--- src/rtl/tp1_pkg.sv ---
// Shared types and constants for the push-button debouncer.
// Holds the per-bit FSM encoding and the debounce cycle counts.
package tp1_pkg;

  typedef enum logic [1:0] {
    IDLE      = 2'd0,
    WAIT_HIGH = 2'd1,
    HIGH      = 2'd2,
    WAIT_LOW  = 2'd3
  } db_state_e;

  // 10 ms at 100 MHz.
  localparam int unsigned DEBOUNCE_CYCLES_DEFAULT = 1000000;

  // Short window for simulation.
  localparam int unsigned DEBOUNCE_CYCLES_SIM = 4;

endpackage

--- src/rtl/debounce_bit.sv ---
// Single-button debouncer: 2-flop synchronizer, FSM, hold counter.
// Ports: clock, reset (async high), raw in; level, pulse out (registered).
module debounce_bit
  import tp1_pkg::*;
#(
  parameter int unsigned DEBOUNCE_CYCLES = DEBOUNCE_CYCLES_DEFAULT
) (
  input  logic clock,
  input  logic reset,
  input  logic raw,
  output logic level,
  output logic pulse
);

  localparam int unsigned CNT_W = $clog2(DEBOUNCE_CYCLES);
  localparam logic [CNT_W-1:0] CNT_MAX =
    CNT_W'(DEBOUNCE_CYCLES - 1);

  logic [1:0]       sync_q, sync_d;
  db_state_e        state_q, state_d;
  logic [CNT_W-1:0] cnt_q, cnt_d;
  logic             level_q, level_d;
  logic             pulse_q, pulse_d;
  logic             s;

  assign s = sync_q[1];

  always_comb begin
    sync_d  = {sync_q[0], raw};
    state_d = state_q;
    cnt_d   = cnt_q;
    pulse_d = 1'b0;
    unique case (state_q)
      IDLE: begin
        if (s) begin
          state_d = WAIT_HIGH;
          cnt_d   = '0;
        end
      end
      WAIT_HIGH: begin
        if (!s) begin
          state_d = IDLE;
          cnt_d   = '0;
        end else if (cnt_q == CNT_MAX) begin
          state_d = HIGH;
          cnt_d   = '0;
          pulse_d = 1'b1;
        end else begin
          cnt_d = cnt_q + CNT_W'(1);
        end
      end
      HIGH: begin
        if (!s) begin
          state_d = WAIT_LOW;
          cnt_d   = '0;
        end
      end
      WAIT_LOW: begin
        if (s) begin
          state_d = HIGH;
          cnt_d   = '0;
        end else if (cnt_q == CNT_MAX) begin
          state_d = IDLE;
          cnt_d   = '0;
        end else begin
          cnt_d = cnt_q + CNT_W'(1);
        end
      end
    endcase
    level_d = (state_d == HIGH) ||
              (state_d == WAIT_LOW);
  end

  always_ff @(posedge clock or posedge reset) begin
    if (reset) begin
      sync_q  <= '0;
      state_q <= IDLE;
      cnt_q   <= '0;
      level_q <= 1'b0;
      pulse_q <= 1'b0;
    end else begin
      sync_q  <= sync_d;
      state_q <= state_d;
      cnt_q   <= cnt_d;
      level_q <= level_d;
      pulse_q <= pulse_d;
    end
  end

  assign level = level_q;
  assign pulse = pulse_q;

endmodule

--- src/rtl/button_debouncer.sv ---
// Debounces N raw buttons into levels and rising-edge pulses.
// Ports: clock, reset (async high), buttons_raw in; buttons_level, buttons_pulse out.
// Option: BUTTON_ONEHOT_GUARD_EN drops pulses while >1 level bit is set.
module button_debouncer
  import tp1_pkg::*;
#(
  parameter int unsigned N_BUTTONS       = 3,
  parameter int unsigned DEBOUNCE_CYCLES = DEBOUNCE_CYCLES_DEFAULT
) (
  input  logic                 clock,
  input  logic                 reset,
  input  logic [N_BUTTONS-1:0] buttons_raw,
  output logic [N_BUTTONS-1:0] buttons_level,
  output logic [N_BUTTONS-1:0] buttons_pulse
);

  logic [N_BUTTONS-1:0] level_w;
  logic [N_BUTTONS-1:0] pulse_w;

  for (genvar i = 0; i < int'(N_BUTTONS); i++) begin : g_bit
    debounce_bit #(
      .DEBOUNCE_CYCLES(DEBOUNCE_CYCLES)
    ) u_bit (
      .clock(clock),
      .reset(reset),
      .raw  (buttons_raw[i]),
      .level(level_w[i]),
      .pulse(pulse_w[i])
    );
  end

  assign buttons_level = level_w;

`ifdef BUTTON_ONEHOT_GUARD_EN
  // level_w is registered on the same edge as pulse_w, so it is
  // the next-state level the pulse was produced with.
  assign buttons_pulse =
    ($countones(level_w) > 1) ? '0 : pulse_w;
`else
  assign buttons_pulse = pulse_w;
`endif

endmodule

--- config.mk ---
export PLATFORM = sky130hd
export DESIGN_NAME = button_debouncer
export DESIGN_NICKNAME = d
export VERILOG_FILES = /design/src/rtl/tp1_pkg.sv /design/src/rtl/debounce_bit.sv /design/src/rtl/button_debouncer.sv
export SDC_FILE = /design/constraint.sdc
export NUM_CORES = 1
export LEC_CHECK = 0
export ABC_CLOCK_PERIOD_IN_PS = 3700
export BUFFER_PORTS_ARGS = -buffer_cell sky130_fd_sc_hd__clkbuf_2
export CORE_MARGIN = 1.5
export CORE_UTILIZATION = 62
export DETAILED_ROUTE_END_ITERATION = 10
export PLACE_DENSITY = 0.9
export SETUP_SLACK_MARGIN = 0.02
export SLEW_MARGIN = 10
export SYNTH_ARGS = -nofsm -noshare
export SYNTH_HDL_FRONTEND = slang
export SYNTH_SLANG_ARGS = --single-unit
--- constraint.sdc ---
create_clock -name clock -period 3.7 [get_ports clock]
set_clock_uncertainty 0.05 [all_clocks]
set_input_delay 0.925 -clock clock [delete_from_list [all_inputs] [get_ports clock]]
set_output_delay 0.925 -clock clock [all_outputs]
set_load 0.02 [all_outputs]
# Yosys cells after proc, flatten, opt, wreduce, memory -nomap -nowiden
# Cells that the tools add are included.
# word_totals
input_bits	5
wordCells	99
out_inout_bits	6
ff_bits	78
# op_classes
add_sub_neg	3
mux	48
eq_ne	24
n_reduce_logical	9
# ops
operator	count
$mux 20	15
$pmux 20 s4	3
$add 20x1->20 const B	3
$eq 20x20->1 const B	3
$mux 2	18
$eq 2x2->1 const B	12
$pmux 2 s4	3
$mux 1	9
$eq 2x1->1 const B	3
$logic_not 2->1	3
$ne 2x1->1 const B	3
$ne 2x2->1 const B	3
$reduce_and 2->1	3
$logic_or 1x1->1	3

# Longest topological paths before layout
# Gate-level depths: netlist of run 1.
# depth
ltp_word	6
mapped_depth	8
ltp_nobuf	6

# Cells and area by module
# From an unflattened synthesis of run 1, not the netlist that was laid out.
# unflattened
hier_cells	393
hier_area_um2	3993.8
# modules_own_cells
module	cells_each	seq_area_each_um2	n_inst	area_per_inst_um2
debounce_bit	131	650.6	3	1331.3

# Least setup slack after synthesis of run 1
# No wires, ideal clock.
# synth_timing
path_type	register to register
startpoint	register g_bit[2].u_bit.cnt_q[0]
endpoint	register g_bit[2].u_bit.cnt_q[18]
required_time_ns	3.581
period_less_slack_ns	1.924
stages_incl_launch_ff	8
setup_time_ns	0.069
arrival_ns	1.805
slack_ns	1.776
n_path_buf	1
path_cell_list	dfrtp_1 > ha_1 > and4_1 > buf_6 > and4_4 > a21o_1 > or4_1 > nand3_1
# synth_between
elab_chain_len	4
word_cells_on_any_way	6
cone_classes	add/sub: 1; eq/ne: 1; mux: 4
# synth_rtl
item	line_no	rtl
from (decl)	debounce_bit.sv:21	logic [CNT_W-1:0] cnt_q, cnt_d;
from (signal assigned)	debounce_bit.sv:84	cnt_q <= cnt_d;
$add 20x1->20 / $eq 20x20->1 (equally long branches)	--	
$mux 20 *	debounce_bit.sv:44, debounce_bit.sv:62	
$mux 20, on equally long branches	debounce_bit.sv:59, debounce_bit.sv:41	
$pmux 20 s4 *	debounce_bit.sv:33	unique case (state_q)
# Every way passes the cells marked *; elsewhere a longest branch is shown, timed or not.
# A chain may end at the register's enable or synchronous reset.

# Final worst setup path of run 1
# layout_timing
startpoint	register g_bit[1].u_bit.cnt_q[0]
endpoint	register g_bit[1].u_bit.cnt_q[9]
# layout_between
elab_chain_len	4
word_cells_on_any_way	6
cone_classes	add/sub: 1; eq/ne: 1; mux: 4
# layout_rtl
item	line_no
from (decl)	debounce_bit.sv:21
from (signal assigned)	debounce_bit.sv:84
$add 20x1->20 / $eq 20x20->1 (equally long branches)	--
$mux 20 *	debounce_bit.sv:44, debounce_bit.sv:62
$mux 20, on equally long branches	debounce_bit.sv:59, debounce_bit.sv:41
$pmux 20 s4 *	debounce_bit.sv:33
# Marked as above.

==> impl_metrics.yaml, run 1 <==
cells_and_area:
  layout-drive-gt1-share_pct: 11.33
  nets: 418
  stdcell_area_um2: 4205
  antennaDiodeCount: 0
  stdcell_count: 490
  syn_to_final_growth_pct: 6.193
timing:
  min_period_ps: 2420
  tightest_slew_ps: 915.3
  maxSlewHeadroom_pct: 38.75
  rsz0062_at_grt: "no"
  finalHoldViolations: 0
  finalMaxSlewViolations: 0
  setup_viol: 0
  max_freq_mhz: 413.3
  holdWs_ps: 303.5
  final.period_utilization_pct: 65.40
  setup_tns_ps: 0
power:
  power_density_nw_per_um2: 381.5
  p_seq_share_pct: 54.5
  p_int_mw: 1.215
  total_power_mw: 1.604
  swShare_pct: 24.29
  p_leak_nw: 1.831
  p_sw_uw: 389.7
  power.share.clock_pct: 41.1
  ir_drop_v: 0.0002897
  pwr-share-comb_pct: 4.4
synth:
  ys.warnings.count: 0
  ys_ff_latch: 78
  synth_top_area_cell: "dfrtp_1"
  synthMuxAreaShare_pct: 1.706
  synth-compound-area-share_pct: 10.14
  synth_area_um2: 3960
  yosys-top-cells-area: "dfrtp_1, nor2_1, xor2_1"
  synth_fp_nets: 414
  synth_top_family_by_area: "simple AND/OR/NAND/NOR gates"
  synth-edff-count: 0
  synthDominantCellAreaShare_pct: 49.29
  synthSimpleGateAreaFrac_pct: 25.06
  avgSynthCellArea_um2: 9.754
  async_flop_share_pct: 100.0
  synthXorXnorAreaFrac_pct: 8.562
  synthAdderAreaFrac_pct: 0.9479
  ys.flop_type: "dfrtp_1"
  netlist-cell-type-count: 51
  synth.yosys.seq_area_share_pct: 49.29
  synthCells: 406
clock_network:
  numClockSinks: 78
  clk_latency_ps: 360
  cts_tree: "done"
  ctsHoldBuffers: 0
  cts_buffers: 9
  htreeDepth: 3
  cts_root_buffer: "clkbuf_8"
  cts_resized: 0
  path_clk_slew_ps: 80
  cts_setup_buffers: 0
  clockBufferDepth: 2
die:
  fp.dieW_um: 82.92
  initial_core_util_pct: 65.34
  die-area_um2: 6876
  coreArea_um2: 6061
  rows: 28
  die_h_um: 82.92
  io_pins: 11
placed_design:
  port_buffers: 10
  post-place-cells: 474
  place_area_um2: 3999
  place_congestion: 0.8777
  hpwl_um: 4983
setup_path:
  r2r_end: "g_bit[1].u_bit.cnt_q[9]"
  cp-end-kind: "register"
  crit_path_end: "g_bit[1].u_bit.cnt_q[9]"
  rr_worst_depth: 6
  worstReg2RegStart: "g_bit[1].u_bit.cnt_q[0]"
  worstSetupPathType: "register to register"
  cp-startpoint: "g_bit[1].u_bit.cnt_q[0]"
  worstPathMaxFanout: 13
  crit_required_ps: 3870
  r2r_slack_ps: 1280
  arrival_ps: 2590
  critPathLaunchType: "register"
drt:
  wire_per_inst_um: 15.43
  drc: 0
  ant_nets: 0
  vias: 2940
  detail_route.first_pass.iterations: 5
  routed_via_density: 6.000
  wirelength_um: 7560
  drt_iter0_markers: 166
global_route:
  grt_usage_pct: 23.78
  grt_pass1_wl_um: 13390
  gr-total-overflow: 0
  grt_max_degree: 55
  grt_pass1_vias: 2932
  antenna_found_initial: 0
job:
  max_cap_violations: 0
hold_path:
  hp-class: "register to register"
run_status:
  status: "completed"
Yosys cell counts, types with 8 or more instances:
master,instances
nand3_1,26
xor2_1,18
nor3_1,13
inv_1,12
dfrtp_1,78
o21ai_0,21
nor2_1,47
xnor2_1,17
nand2_1,41
and3_1,8
a21o_1,8
buf_4,8
nand4_1,14
layout make-up:
type	instances	area [um^2]
inverter	12	45.04
tap	75	93.84
multi-input combinational	298	1838
clock buffer	10	137.6
clock inverter	6	68.82
fill	425	1856
timing repair buffer	11	70.07
sequential	78	1952
metal layers:
layer	track usage (%)	vias to the layer above	share of wire (%)
met1	30.82	1423	44
li1	-	1429	-
met3	6.362	17	4.4
met4	10.61	0	1.9
met5	0	-	0
met2	37.69	71	49
state kept, by name (all words and copies together) (netlist names):
register	count
g_bit.u_bit.level	3
g_bit.u_bit.cnt_q	60
g_bit.u_bit.pulse	3
g_bit.u_bit.state_q	6
g_bit.u_bit.sync_q	6
worst max-delay path, cell delays in order, from the launching register on:
cell     delay [ps]
dfrtp_1         390
ha_1            200
and3_1          220
nand4_1         160
o31ai_2         700
and2_1          460
nor2_1          110
through the flow:
stage	util [%]	worst slack (ps)
CTS	69.38	1294
finish	69.38	1280
global route	69.38	1117
floorplan	-	730.0
detailed placement	65.98	1356
global placement	65.98	1487
cells in the final DEF (no fill, tap or decap), types with 2 or more instances in the layout:
master / Yosys / final
o21ai_0: 21 / 21
a31oi_1: 4 / 4
a21oi_2: 2 / 2
o2111a_1: 2 / 2
clkinv_4: 0 / 2
clkbuf_8: 0 / 10
and2_1: 7 / 7
o22ai_1: 2 / 2
dfrtp_1: 78 / 78
nor3_1: 13 / 13
o31ai_1: 3 / 3
nand4_1: 14 / 14
ha_1: 3 / 3
or3_1: 3 / 3
a21o_1: 8 / 8
clkbuf_2: 0 / 10
o21ai_1: 5 / 5
nand3_1: 26 / 26
nor4b_1: 2 / 2
nor4_1: 4 / 4
nor3b_1: 4 / 4
and3_1: 8 / 8
or4_1: 2 / 2
or2_2: 2 / 2
nor2_1: 47 / 47
a21oi_1: 7 / 7
and4_1: 7 / 7
mux2_2: 6 / 6
a22o_1: 2 / 2
xor2_1: 18 / 18
nand2_1: 41 / 41
inv_1: 12 / 11
xnor2_1: 17 / 17
xor2_2: 2 / 2
cell families after synthesis:
kind of cell    after synthesis
xor+xnor                     37
mux                           6
simple gates                190
fa+ha+maj                     3
compound gates               62
buf+inv                      30
flops                        78
worst min-delay path by stage:
stage / from / endpoint / slack [ps] / cells after the start
3_3_place_gp: g_bit[1].u_bit.sync_q[0] / g_bit[1].u_bit.sync_q[1] / 280 / 0
6_report: g_bit[1].u_bit.sync_q[0] / g_bit[1].u_bit.sync_q[1] / 300 / 0
5_1_grt: g_bit[2].u_bit.sync_q[0] / g_bit[2].u_bit.sync_q[1] / 320 / 0
3_5_place_dp: g_bit[1].u_bit.sync_q[0] / g_bit[1].u_bit.sync_q[1] / 290 / 0
4_1_cts: g_bit[1].u_bit.sync_q[0] / g_bit[1].u_bit.sync_q[1] / 310 / 0
2_1_floorplan: g_bit[0].u_bit.sync_q[0] / g_bit[0].u_bit.sync_q[1] / 280 / 0
power groups by stage:
stage | Combinational (mW) | Sequential (mW) | Clock [mW]
global route | 0.0823 | 0.876 | 0.702
CTS | 0.0726 | 0.873 | 0.673
floorplan | 0.0568 | 0.887 | 0
detailed placement | 0.0713 | 0.890 | 0
global placement | 0.0680 | 0.890 | 0
finish | 0.0714 | 0.874 | 0.659
Note: power is estimated with default switching activity, not from simulation.
==> inputs of run 2 (changes only) <==
Settings changed: ABC_AREA set to 1, ABC_CLOCK_PERIOD_IN_PS 3700 to 2200, CORE_UTILIZATION 62 to 56, PLACE_DENSITY 0.9 to 0.86.
Clock period 3.7 ns to 2.2 ns, I/O delays scaled along.
==> impl_metrics.yaml, run 2 <==
run_status:
  status: "completed"
setup_path:
  r2r_slack_ps: 330
  worstReg2RegStart: "g_bit[2].u_bit.cnt_q[0]"
  arrival_ps: 2060
  path_depth: 8
  cp-end-kind: "register"
  cp-startpoint: "g_bit[2].u_bit.cnt_q[0]"
  critPathLaunchType: "register"
  worstPathMaxFanout: 10
  critPathMaxStageDelay_ps: 410
  crit_required_ps: 2390
  worstSetupPathType: "register to register"
  crit_buf_inv: 2
  cp_cell_sequence: "ha_1 -> inv_1 -> nor3_1 -> nand3_1 -> nand2_1 -> nand2_2 -> inv_2 -> nor2_1"
  rr_worst_depth: 8
  r2r_end: "g_bit[2].u_bit.cnt_q[7]"
  slowest_stage: "dfrtp_1"
  path_delay_family: "simple AND/OR/NAND/NOR gates"
synth:
  yosys-top-cells-area: "dfrtp_1, nand2_1, nor2_1"
  netlist-cell-type-count: 28
  synthDominantCellAreaShare_pct: 45.02
  synth.yosys.seq_area_share_pct: 45.02
  ys.warnings.count: 0
  ys_ff_latch: 78
  synthCells: 583
  synth_most_common_cell: "nand2_1"
  synth_area_um2: 4335
  synth_top_area_cell: "dfrtp_1"
  synth_common_cells: "nand2_1, nor2_1, dfrtp_1"
  synth-edff-count: 0
  synth_fp_nets: 591
  ys.flop_type: "dfrtp_1"
  avgSynthCellArea_um2: 7.436
  async_flop_share_pct: 100.0
timing:
  setup_tns_ps: 0
  min_period_ps: 1869
  holdWs_ps: 233.7
  rsz0062_at_grt: "no"
  setup_viol: 0
  tightest_slew_ps: 492.7
  maxSlewHeadroom_pct: 67.03
  final.period_utilization_pct: 84.93
  finalHoldViolations: 0
  finalMaxSlewViolations: 0
  max_freq_mhz: 535.2
die:
  coreArea_um2: 7370
  die-area_um2: 8278
  fp.dieW_um: 90.99
  die_h_um: 90.99
  initial_core_util_pct: 58.83
  rows: 31
  io_pins: 11
drt:
  wirelength_um: 8384
  detail_route.first_pass.iterations: 5
  wire_per_inst_um: 11.98
  vias: 3645
  ant_nets: 0
  drc: 0
  routed_via_density: 5.207
  drt_iter0_markers: 197
clock_network:
  cts_root_buffer: "clkbuf_8"
  cts_resized: 0
  clockBufferDepth: 2
  cts_setup_buffers: 0
  clk_latency_ps: 360
  numClockSinks: 78
  htreeDepth: 3
  cts_buffers: 9
  ctsHoldBuffers: 0
  path_clk_slew_ps: 90
  cts_tree: "done"
cells_and_area:
  nets: 604
  largest_reg_flops: 60
  final_common_cell: "nand2_1"
  layout-drive-gt1-share_pct: 10.32
  syn_to_final_growth_pct: 7.013
  antennaDiodeCount: 0
  final_cell_mix: "nand2_1, nor2_1, dfrtp_1"
  top_regs: "g_bit.u_bit.cnt_q (60), g_bit.u_bit.state_q (6), g_bit.u_bit.sync_q (6)"
  regMostFlops: "g_bit.u_bit.cnt_q"
global_route:
  grt_pass1_wl_um: 14750
  grt_usage_pct: 21.89
  grt_max_degree: 79
  gr-total-overflow: 0
  antenna_found_initial: 0
  grt_pass1_vias: 3512
power:
  ir_drop_v: 0.0004022
  power_density_nw_per_um2: 586.1
  p_int_mw: 1.966
  swShare_pct: 27.69
  p_seq_share_pct: 55.8
  p_leak_nw: 2.104
  p_sw_uw: 752.8
  power.share.clock_pct: 37.2
  pwr-share-comb_pct: 7.1
placed_design:
  place_congestion: 0.9141
  port_buffers: 10
  hpwl_um: 6040
hold_path:
  hp-class: "input port to asynchronous set/reset pin"
job:
  max_cap_violations: 0
## run 2: worst min-delay path, cell delays in order
cell	delay [ps]
clkbuf_2	100
clkinvlp_4	70
buf_12	340
## run 2: metrics by stage
stage          worst slack (ps)  total power, mW  instances  area [um^2]  utilization (%)
6_report                  331.5            2.719        700         4639            62.95
3_3_place_gp              461.3            1.722        684         4452            60.41
5_1_grt                   162.6            2.847        700         4639            62.95
2_1_floorplan             670.0            1.686        583         4339                -
4_1_cts                   345.7            2.746        700         4639            62.95
3_5_place_dp              356.6            1.736        684         4452            60.41
## run 2: logic make-up (layout without fill, tap and decap cells)
logic type                 count (synthesis)  after routing  share of synthesized area [%]
xor gates and xnor gates                  26             26                          5.253
and+or+nand+nor                          365            365                          36.71
buffers and inverters                     85            103                          8.600
AOI/OAI and AO/OA                         26             26                          3.550
DFF                                       78             78                          45.02
adders and majority gates                  3              3                         0.8659
## run 2: routing by layer
metal	global-route usage [%]	vias up	share of wire, %
met1	28.09	1687	45
met2	34.76	96	48
met4	10.03	0	1.6
met3	5.611	15	5.2
met5	0	-	0
li1	-	1847	-
## run 2: power groups by stage
stage | logic (mW) | registers [mW] | clock network (mW)
global placement | 0.183 | 1.54 | 0
CTS | 0.194 | 1.52 | 1.04
detailed placement | 0.191 | 1.55 | 0
global route | 0.220 | 1.52 | 1.10
finish | 0.192 | 1.52 | 1.01
floorplan | 0.151 | 1.53 | 0
## run 2: worst max-delay path by stage
stage | end | slack, ps
4_1_cts | g_bit[2].u_bit.cnt_q[7] | 350
3_3_place_gp | g_bit[2].u_bit.cnt_q[2] | 460
5_1_grt | g_bit[2].u_bit.cnt_q[11] | 160
6_report | g_bit[2].u_bit.cnt_q[7] | 330
3_5_place_dp | g_bit[2].u_bit.cnt_q[13] | 360
2_1_floorplan | g_bit[0].u_bit.cnt_q[5] | 670
## run 2: layout make-up
cell class / instances / area [um^2]
Clock buffer: 9 / 123.9
Clock inverter: 7 / 63.81
Fill cell: 638 / 2730
Inverter: 75 / 287.8
Multi-Input combinational cell: 420 / 2011
Sequential cell: 78 / 1952
Tap cell: 99 / 123.9
Timing Repair Buffer: 12 / 77.57
